### src/rtl/axis_fork_dispatch.sv
// AXI4-Stream 1-to-M_COUNT fork: round-robin per packet or broadcast per beat, job-based.
// Optional per-channel output beat counters when AXIS_FORK_DISPATCH_STATS_EN is defined.
module axis_fork_dispatch #(
    parameter int M_COUNT       = 4,
    parameter int DATA_WIDTH    = 64,
    parameter int PKT_CNT_WIDTH = 16
) (
    input  logic                          clk,
    input  logic                          rst,
    input  logic                          fork_enable,
    input  logic                          fork_mode,
    input  logic [M_COUNT-1:0]            chan_mask,
    input  logic [PKT_CNT_WIDTH-1:0]      pkt_count,
    output logic                          fork_busy,
    output logic                          fork_done,
    input  logic [DATA_WIDTH-1:0]         s_axis_tdata,
    input  logic                          s_axis_tlast,
    input  logic                          s_axis_tvalid,
    output logic                          s_axis_tready,
    output logic [M_COUNT*DATA_WIDTH-1:0] m_axis_tdata,
    output logic [M_COUNT-1:0]            m_axis_tlast,
    output logic [M_COUNT-1:0]            m_axis_tvalid,
`ifdef AXIS_FORK_DISPATCH_STATS_EN
    output logic [M_COUNT*32-1:0]         stat_beats,
`endif
    input  logic [M_COUNT-1:0]            m_axis_tready
);

    localparam int PTR_W = (M_COUNT > 1) ? $clog2(M_COUNT) : 1;

    typedef enum logic [1:0] {IDLE, RUN, DRAIN} state_t;

    state_t                   state_reg;
    logic                     mode_reg;
    logic [M_COUNT-1:0]       mask_reg;
    logic [PKT_CNT_WIDTH-1:0] cnt_reg;
    logic [PTR_W-1:0]         rr_ptr_reg;
    logic [M_COUNT-1:0]       pending_reg;
    logic [DATA_WIDTH-1:0]    tdata_reg;
    logic                     tlast_reg;
    logic                     done_reg;

    logic [M_COUNT-1:0]       pending_left;
    logic [M_COUNT-1:0]       rr_onehot;
    logic [PTR_W-1:0]         rr_next;
    logic [PTR_W-1:0]         rr_first;
    logic                     in_fire;
    logic                     job_start;

    // Channels still owing acceptance after this cycle's handshakes.
    assign pending_left  = pending_reg & ~m_axis_tready;
    assign s_axis_tready = (state_reg == RUN) && (pending_left == '0);
    assign in_fire       = s_axis_tvalid && s_axis_tready;
    assign job_start     = (state_reg == IDLE) && fork_enable && (chan_mask != '0);

    // Next enabled channel above the pointer, wrapping; falls back to itself for a single-bit mask.
    always_comb begin
        int cand;
        cand    = 0;
        rr_next = rr_ptr_reg;
        for (int i = M_COUNT; i >= 1; i--) begin
            cand = (int'(rr_ptr_reg) + i) % M_COUNT;
            if (mask_reg[PTR_W'(cand)]) rr_next = PTR_W'(cand);
        end
    end

    always_comb begin
        rr_first = '0;
        for (int i = M_COUNT - 1; i >= 0; i--) begin
            if (chan_mask[PTR_W'(i)]) rr_first = PTR_W'(i);
        end
    end

    always_ff @(posedge clk) begin
        if (rst) begin
            state_reg   <= IDLE;
            mode_reg    <= 1'b0;
            mask_reg    <= '0;
            cnt_reg     <= '0;
            rr_ptr_reg  <= '0;
            pending_reg <= '0;
            tdata_reg   <= '0;
            tlast_reg   <= 1'b0;
            done_reg    <= 1'b0;
        end else begin
            done_reg    <= 1'b0;
            pending_reg <= pending_left;
            if (in_fire) begin
                pending_reg <= mode_reg ? mask_reg : rr_onehot;
                tdata_reg   <= s_axis_tdata;
                tlast_reg   <= s_axis_tlast;
            end
            case (state_reg)
                IDLE: begin
                    if (job_start) begin
                        mode_reg   <= fork_mode;
                        mask_reg   <= chan_mask;
                        cnt_reg    <= (pkt_count == '0) ? PKT_CNT_WIDTH'(1) : pkt_count;
                        rr_ptr_reg <= rr_first;
                        state_reg  <= RUN;
                    end
                end
                RUN: begin
                    if (in_fire && s_axis_tlast) begin
                        cnt_reg <= cnt_reg - PKT_CNT_WIDTH'(1);
                        if (!mode_reg) rr_ptr_reg <= rr_next;
                        if (cnt_reg == PKT_CNT_WIDTH'(1)) state_reg <= DRAIN;
                    end
                end
                DRAIN: begin
                    if (pending_left == '0) begin
                        state_reg <= IDLE;
                        done_reg  <= 1'b1;
                    end
                end
                default: state_reg <= IDLE;
            endcase
        end
    end

    generate
        for (genvar gi = 0; gi < M_COUNT; gi++) begin : g_chan
            assign rr_onehot[gi]                               = (rr_ptr_reg == PTR_W'(gi));
            assign m_axis_tdata[gi*DATA_WIDTH +: DATA_WIDTH]   = tdata_reg;
            assign m_axis_tlast[gi]                            = tlast_reg & pending_reg[gi];
        end
    endgenerate

    assign m_axis_tvalid = pending_reg;
    assign fork_busy     = (state_reg == RUN);
    assign fork_done     = done_reg;

`ifdef AXIS_FORK_DISPATCH_STATS_EN
    generate
        for (genvar gi = 0; gi < M_COUNT; gi++) begin : g_stat
            logic [31:0] beat_cnt_reg;
            always_ff @(posedge clk) begin
                if (rst || job_start) begin
                    beat_cnt_reg <= '0;
                end else if (pending_reg[gi] && m_axis_tready[gi] && (beat_cnt_reg != 32'hFFFF_FFFF)) begin
                    beat_cnt_reg <= beat_cnt_reg + 32'd1;
                end
            end
            assign stat_beats[gi*32 +: 32] = beat_cnt_reg;
        end
    endgenerate
`endif

endmodule

### config.mk
export PLATFORM = sky130hd
export DESIGN_NAME = axis_fork_dispatch
export DESIGN_NICKNAME = d
export VERILOG_FILES = /design/src/rtl/axis_fork_dispatch.sv
export SDC_FILE = /design/constraint.sdc
export NUM_CORES = 1
export LEC_CHECK = 0
export CAP_MARGIN = 20
export CORE_AREA = 2 2 141 143
export CTS_CLUSTER_DIAMETER = 60
export DETAILED_ROUTE_END_ITERATION = 10
export DIE_AREA = 0 0 143 145
export PLACE_DENSITY = 0.64
export SETUP_SLACK_MARGIN = 0.2
export SYNTH_ARGS = -nofsm -noshare
export SYNTH_HDL_FRONTEND = slang
export SYNTH_SLANG_ARGS = --single-unit
### constraint.sdc
create_clock -name clk -period 2.3 [get_ports clk]
set_input_delay 0.23 -clock clk [delete_from_list [all_inputs] [get_ports clk]]
set_output_delay 0.23 -clock clk [all_outputs]
set_load 0.005 [all_outputs]
==> results.tsv, run 1 <==
metric	value	unit
Yosys warnings	0	
most used cells in the layout excluding fill and tap cells	clkdlybuf4s50_1 (359), nand2_1 (159), dfxtp_1 (93)	
Std-Cell Rows	51	
post-route setup slack	0.264	ns
most frequent standard cell in the layout excluding fill and tap cells	clkdlybuf4s50_1	
Max Freq	0.491	GHz
syn_nets	819	
setup repair bufs after CTS	0	
period utilization	88.5	%
Post-synth EDFFs	0	
Max FO, Critical Path	6	
met2 Resource Use GR	30.3	%
total gr overflow	0	
share of cells above drive strength 1	6.24	%
fin crit period	2.04	ns
RSZ-0062 raised after global routing	yes	
final WL	17800	µm
CTS Buf Count	9	
Via density	4.41	
placed insts	1132	
type of the worst setup path	in2out	
die height	145	µm
Max Buffers Root-to-Sink	2	
DRT Pass-1 Iters	6	
GRT Resource Usage Total	16.2	%
Yosys reg bits	95	
pre-CTS setup slack	-0.0227	ns
Post-DRT Antenna Nets	0	
max reg flops	64	
cts hold-fix bufs	0	
global-route wire length before repair	26100	µm
slowest stage delay, CP	0.54	ns
core area	19200	µm²
total number of vias	5057	
routability cong.	0.801	
Most Crowded Layer GR	met2	
Critical Path Start Type	input pin	
TritonCTS clock tree	done	
synthesis-to-finish area growth	51.5	%
synth unique cells	53	
pwr/cell area	541	nW/µm²
Die ar.	20700	µm²
HPWL after detailed placement	13800	µm
# setup viols final	0	
CP arrival	1.81	ns
final hold violations	0	
max-cap viol count	0	
clock sink count	95	
final net count	978	
DRC Markers	0	
# port buffers	360	
post-synthesis async set-or-reset flop share	0	%
crit-path most repeated cell	clkdlybuf4s50_1	
VDD IR max	386	µV
Hold Crit Class	in2reg	
synthesized area per cell	7.73	µm²
Fillers	1916	
sequential area share after synthesis	34.2	%
synthesized cell area	5560	µm²
root buf cell	clkbuf_16	
Syn Inst Count	719	
antenna violations before repair	1	
largest net degree at the start of global routing	76	
H-tree depth	3	
Top FF cell, synth	dfxtp_1	
routing usage on met1	18.5	%
clk_lat worst skew	0.34	ns
I/O pins	361	
post-route insts no fill	1148	
Slowest cell on crit path	clkdlybuf4s50_1	
max_slew headroom	44.5	%
M3 GR Usage	3.66	%
vias in the first global route	4552	
status	complete, no violations	
DR iter-0 viols	237	
Cell Chain, Critical Path	clkdlybuf4s50_1 > nand2b_2 > and4_4 > nand2_1 > inv_2 > clkdlybuf4s50_1	
Worst setup EP type	primary output	
initial core utilization	28.9	%
routed length per instance	15.5	µm
Slew Limit Fails	0	
clk_skew	0.00679	ns
Worst-Margin Slew	0.833	ns
Crit path required time	2.07	ns
Reg clk slew, reported paths	0.06	ns
Final Util	43.8	%
Die W	143	µm
leakage	2.95	nW
==> worst max-delay path, delay by kind of cell <==
kind                   cells  cell delay, ns
buffers and inverters      3            1.06
and+or+nand+nor            3            0.52
==> area by class of cell <==
cell class              instances  area [µm²]  share of cell area, %
clock inverters                 4        70.1                  0.832
repair buffers                376        3770                   44.8
inverters                       9        36.3                  0.431
multi-input cells             387        2060                   24.4
well taps                     265         332                   3.94
diodes                          1        2.50                 0.0297
flip-flops and latches         95        1900                   22.6
clock buffers                  11         243                   2.88
==> synthesized netlist by cell type, types with 2 or more instances <==
master,number,area (µm²)
buf_1,4,15.0
nand2b_1,6,37.5
a22oi_1,8,60.1
and2_1,5,31.3
nand3_1,5,25.0
or4_1,3,22.5
ha_1,6,75.1
nand4_1,3,18.8
dfxtp_1,95,1900
buf_2,6,30.0
nand3b_1,2,15.0
nor3_1,10,50.1
o31ai_1,3,22.5
a21oi_1,83,415
nor4_1,5,31.3
mux2_2,7,78.8
o21ai_1,9,45.0
o21ai_0,10,50.1
mux2i_1,7,70.1
buf_4,192,1440
nor2_1,26,97.6
o41ai_1,4,35.0
nand2_1,160,601
clkbuf_1,25,93.8
inv_1,7,26.3
==> layer usage <==
layer | vias to the layer above | part of all wire (%)
li1 | 2495 | -
met1 | 2365 | 40
met2 | 186 | 54
met3 | 11 | 5.6
met4 | 0 | 1.1
met5 | - | 0
==> kinds of logic (layout without fill, tap and decap cells) <==
family | Yosys count | in the layout | share of synthesized area, %
other | 0 | 1 | 0
DFF | 95 | 95 | 34.2
AOI/OAI and AO/OA | 130 | 130 | 13.3
and+or+nand+nor | 235 | 235 | 18.5
adders and majority gates | 6 | 6 | 1.35
buffers and inverters | 237 | 400 | 29.3
muxes | 16 | 16 | 3.36
==> what timing repair did <==
action	4_1_cts	5_1_grt
cloned	0	0
endpoints found under the setup margin	2	5
resized for setup	3	6
pin swaps	0	1
==> path summary, 6_finish.rpt <==
check	from	endpoint	slack [ns]	cells after the start
worst max-delay path	m_axis_tready[1]	s_axis_tready	0.26	6
worst min-delay path	s_axis_tdata[13]	tdata_reg[13]	0.43	3
worst max register to register	state_reg[1]	rr_ptr_reg[1]	0.32	7
worst min register to register	cnt_reg[1]	cnt_reg[1]	0.50	2
==> per-stage QoR <==
| step | hold slack [ns] | cell area, µm² | power [mW] | setup TNS [ns] |
|---|---|---|---|---|
| floorplan | 0.366 | 5560 | 2.47 | 0 |
| global placement | 0.472 | 8070 | 2.97 | 0 |
| detailed placement | 0.484 | 8070 | 2.98 | -0.0304 |
| CTS | 0.411 | 8390 | 4.62 | 0 |
| global route | 0.420 | 8420 | 4.78 | 0 |
| finish | 0.430 | 8420 | 4.55 | 0 |
==> power by group <==
group	switching (mW)	leakage, nW	total [mW]	internal [mW]
Sequential	0.125	0.774	1.86	1.73
Clock	0.633	0.155	1.61	0.974
Combinational	0.436	2.02	1.09	0.653
(Power assumes the default switching activity.)
==> run 2: changes to the inputs <==
Settings changed: SETUP_SLACK_MARGIN 0.2 to unset.
==> results.tsv, run 2 (synthesis results as in run 1) <==
metric	value	unit
clk_lat worst skew	0.35	ns
R2R Setup Slk	0.27	ns
CP Launch Point	m_axis_tready[1]	
max-cap viol count	0	
max reg flops	64	
dpl cell area	8070	µm²
pre-CTS setup slack	-0.0227	ns
hold slack	0.428	ns
Die ar.	20700	µm²
status	complete, no violations	
core area	19200	µm²
type of the worst setup path	in2out	
CTS Buf Count	9	
Reg clk slew, reported paths	0.06	ns
Slowest cell on crit path	clkdlybuf4s50_1	
root buf cell	clkbuf_16	
TritonCTS clock tree	done	
post-route setup slack	0.126	ns
Hold Crit Class	in2reg	
final hold violations	0	
Crit. path cell count	6	
period utilization	94.5	%
routability cong.	0.801	
Endpoint, Worst Hold	tdata_reg[13]	
Worst-Margin Slew	0.827	ns
Worst setup EP type	primary output	
Max Freq	0.460	GHz
final net count	978	
Hold Path Depth	3	
vias in the first global route	4552	
largest net degree at the start of global routing	76	
CP arrival	1.94	ns
clock sink count	95	
Cell Chain, Critical Path	clkdlybuf4s50_1 > nand2b_1 > and4_1 > nand2_1 > inv_2 > clkdlybuf4s50_1	
# port buffers	360	
VDD IR max	386	µV
slowest stage delay, CP	0.54	ns
final WL	17800	µm
DRT Pass-1 Iters	4	
Hold Crit Start	s_axis_tdata[13]	
Slew Limit Fails	0	
share of cells above drive strength 1	5.56	%
design area	8390	µm²
FF-to-FF Start	rr_ptr_reg[0]	
I/O pins	361	
Post-DRT Antenna Nets	0	
global-route wire length before repair	26100	µm
Crit path required time	2.07	ns
clk_skew	0.00748	ns
worst flop-to-flop path endpoint	rr_ptr_reg[0]	
Via density	4.39	
total gr overflow	0	
Largest delay share family, worst path	buffers and inverters	
setup repair bufs after CTS	0	
pwr/cell area	541	nW/µm²
DR iter-0 viols	237	
HPWL after detailed placement	13800	µm
cts hold-fix bufs	0	
most used cells in the layout excluding fill and tap cells	clkdlybuf4s50_1 (359), nand2_1 (159), dfxtp_1 (95)	
max_slew headroom	44.9	%
leakage	2.94	nW
synthesis-to-finish area growth	50.9	%
Buf+Inv Stages, Crit Path	3	
Die W	143	µm
initial core utilization	28.9	%
total number of vias	5040	
die height	145	µm
Std-Cell Rows	51	
Worst Reg-to-Reg Cells	7	
DRC Markers	0	
antenna violations before repair	1	
Max Buffers Root-to-Sink	2	
# setup viols final	0	
# resized after CTS	0	
routed length per instance	15.5	µm
RSZ-0062 raised after global routing	no	
H-tree depth	3	
Max FO, Critical Path	6	
Critical Path Start Type	input pin	
fin crit period	2.17	ns
Fillers	1921	
most frequent standard cell in the layout excluding fill and tap cells	clkdlybuf4s50_1	
crit-path most repeated cell	clkdlybuf4s50_1	
GRT Resource Usage Total	16.2	%
## run 2: cell counts in the layout (fill, tap and decap cells not counted)
No cell type changed its count.
## run 2: worst max path at each step
stage / end / slack (ns)
floorplan: rr_ptr_reg[1] / 0.36
global placement: rr_ptr_reg[1] / 0.03
detailed placement: rr_ptr_reg[1] / -0.02
CTS: s_axis_tready / 0.12
global route: s_axis_tready / 0.04
finish: s_axis_tready / 0.13
## run 2: power breakdown
group,switching (mW),internal (mW)
Clock,0.637,0.974
Sequential,0.122,1.73
Combinational,0.432,0.643
Total,1.19,3.35
## run 2: tightest hold or removal path, cell delays in order
cell,delay (ns)
clkdlybuf4s50_1,0.40
nand2_1,0.05
a21oi_1,0.05
## run 2: layout make-up
class	count	area, µm²	share of cell area, %
Antenna cell	1	2.50	0.0298
Tap cell	265	332	3.95
Timing Repair Buffer	376	3770	45.0
Multi-Input combinational cell	387	2030	24.2
Clock inverter	4	70.1	0.836
Sequential cell	95	1900	22.7
Clock buffer	11	243	2.89
Inverter	9	36.3	0.433
## run 2: metrics by stage
step	utilization (%)	TNS, ns	power (mW)	instances
finish	43.7	0	4.54	1148
global route	43.6	0	4.77	1147
CTS	43.6	0	4.62	1147
detailed placement	42.0	-0.0304	2.98	1132
global placement	42.0	0	2.97	1132
floorplan	-	0	2.47	719
## run 2: metal layers
layer | GRT usage, % | up-vias | wire length (µm)
met5 | 0 | - | 0
met2 | 30.3 | 183 | 9520
met4 | 3.47 | 0 | 209
met3 | 3.66 | 12 | 977
met1 | 18.5 | 2348 | 7060
li1 | - | 2497 | -
==> run 3: changes to the inputs <==
Settings changed: CTS_BUF_LIST set to sky130_fd_sc_hd__clkbuf_16, CTS_CLUSTER_DIAMETER 60 to unset, MAX_ROUTING_LAYER set to met4.
==> results.tsv, run 3 (synthesis results as in run 1) <==
metric	value	unit
synthesis-to-finish area growth	50.8	%
Slew Limit Fails	0	
total gr overflow	0	
setup repair bufs after CTS	0	
CP arrival	1.95	ns
post-route setup slack	0.118	ns
max-cap viol count	0	
global-route wire length before repair	26100	µm
# setup viols final	0	
die height	145	µm
# port buffers	360	
Reg clk slew, reported paths	0.07	ns
DRC Markers	0	
CTS Buf Count	9	
CP Launch Point	m_axis_tready[1]	
Metal-1 WL	7060	µm
Worst-Margin Slew	0.831	ns
hold slack	0.427	ns
core area	19200	µm²
Max Buffers Root-to-Sink	2	
DRT Pass-1 Iters	4	
GRT Resource Usage Total	16.6	%
Via density	4.38	
H-tree depth	3	
routed length per instance	15.5	µm
# resized after CTS	0	
most frequent standard cell in the layout excluding fill and tap cells	clkdlybuf4s50_1	
I/O pins	361	
Critical Path Start Type	input pin	
Worst setup EP type	primary output	
clock sink count	95	
RSZ-0062 raised after global routing	no	
slowest stage delay, CP	0.54	ns
max reg flops	64	
Post-DRT Antenna Nets	0	
met3 WL post-DR	966	µm
root buf cell	clkbuf_16	
period utilization	94.9	%
placed insts	1132	
pre-CTS setup slack	-0.0227	ns
TritonCTS clock tree	done	
cts hold-fix bufs	0	
routability cong.	0.812	
VDD IR max	386	µV
Slowest cell on crit path	clkdlybuf4s50_1	
type of the worst setup path	in2out	
Tot Pwr	4.50	mW
fin crit period	2.18	ns
Hold Crit Class	in2reg	
antenna violations before repair	1	
most used cells in the layout excluding fill and tap cells	clkdlybuf4s50_1 (359), nand2_1 (159), dfxtp_1 (95)	
vias in the first global route	4559	
final WL	17800	µm
max_slew headroom	44.6	%
final net count	978	
Die ar.	20700	µm²
final hold violations	0	
DR iter-0 viols	210	
total number of vias	5030	
met2 wire length	9590	µm
status	complete, no violations	
FF-to-FF Start	rr_ptr_reg[0]	
Max FO, Critical Path	6	
pwr/cell area	537	nW/µm²
top sig layer	met4	
HPWL after detailed placement	13800	µm
leakage	2.94	nW
crit-path most repeated cell	clkdlybuf4s50_1	
initial core utilization	28.9	%
Cell Chain, Critical Path	clkdlybuf4s50_1 > nand2b_1 > and4_1 > nand2_1 > inv_2 > clkdlybuf4s50_1	
post-route insts no fill	1148	
Max Freq	0.458	GHz
largest net degree at the start of global routing	76	
Die W	143	µm
Std-Cell Rows	51	
clk_skew	0.0112	ns
clk_lat worst skew	0.35	ns
Hold Crit Start	s_axis_tdata[62]	
Crit path required time	2.07	ns
Final Util	43.6	%
share of cells above drive strength 1	5.44	%
==> run 3: cell count changes in the layout (fill, tap and decap cells not counted), sizes merged <==
cell | previous run | this run
inv | 9 | 10
clkinv | 2 | 3
clkbuf | 11 | 9
==> run 3: worst paths after layout <==
path,end,slack [ns],cells after the start
worst max-delay path,s_axis_tready,0.12,6
worst min-delay path,tdata_reg[62],0.43,3
worst max register to register,rr_ptr_reg[0],0.26,7
worst min register to register,cnt_reg[1],0.49,2
==> run 3: worst max-delay path, delay by kind of cell <==
family / cells / cell delay, ns
buffers and inverters: 3 / 1.07
AND/OR/NAND/NOR: 3 / 0.66
==> run 3: routing by layer <==
metal,vias to the layer above,track usage [%]
li1,2493,-
met1,2345,18.4
met2,184,30.3
met3,8,3.66
met4,0,3.47
met5,-,-
==> run 3: cell type report <==
cell class                 count  area, µm²
fill                        1922      10800
timing repair buffer         376       3770
multi-input combinational    387       2030
sequential                    95       1900
tap                          265        332
clock buffer                   9        225
clock inverter                 6       77.6
inverter                       9       36.3
antenna                        1       2.50
==> run 3: power by group <==
| part | switching [mW] | internal, mW | total (mW) |
|---|---|---|---|
| Sequential | 0.122 | 1.73 | 1.85 |
| Clock | 0.630 | 0.936 | 1.57 |
| Combinational | 0.433 | 0.643 | 1.08 |
==> run 3: metrics by stage <==
stage                     area [µm²]  setup TNS [ns]
after global routing            8380               0
after global placement          8070               0
after floorplan                 5560               0
final                           8380               0
after detailed placement        8070         -0.0304
after CTS                       8370               0
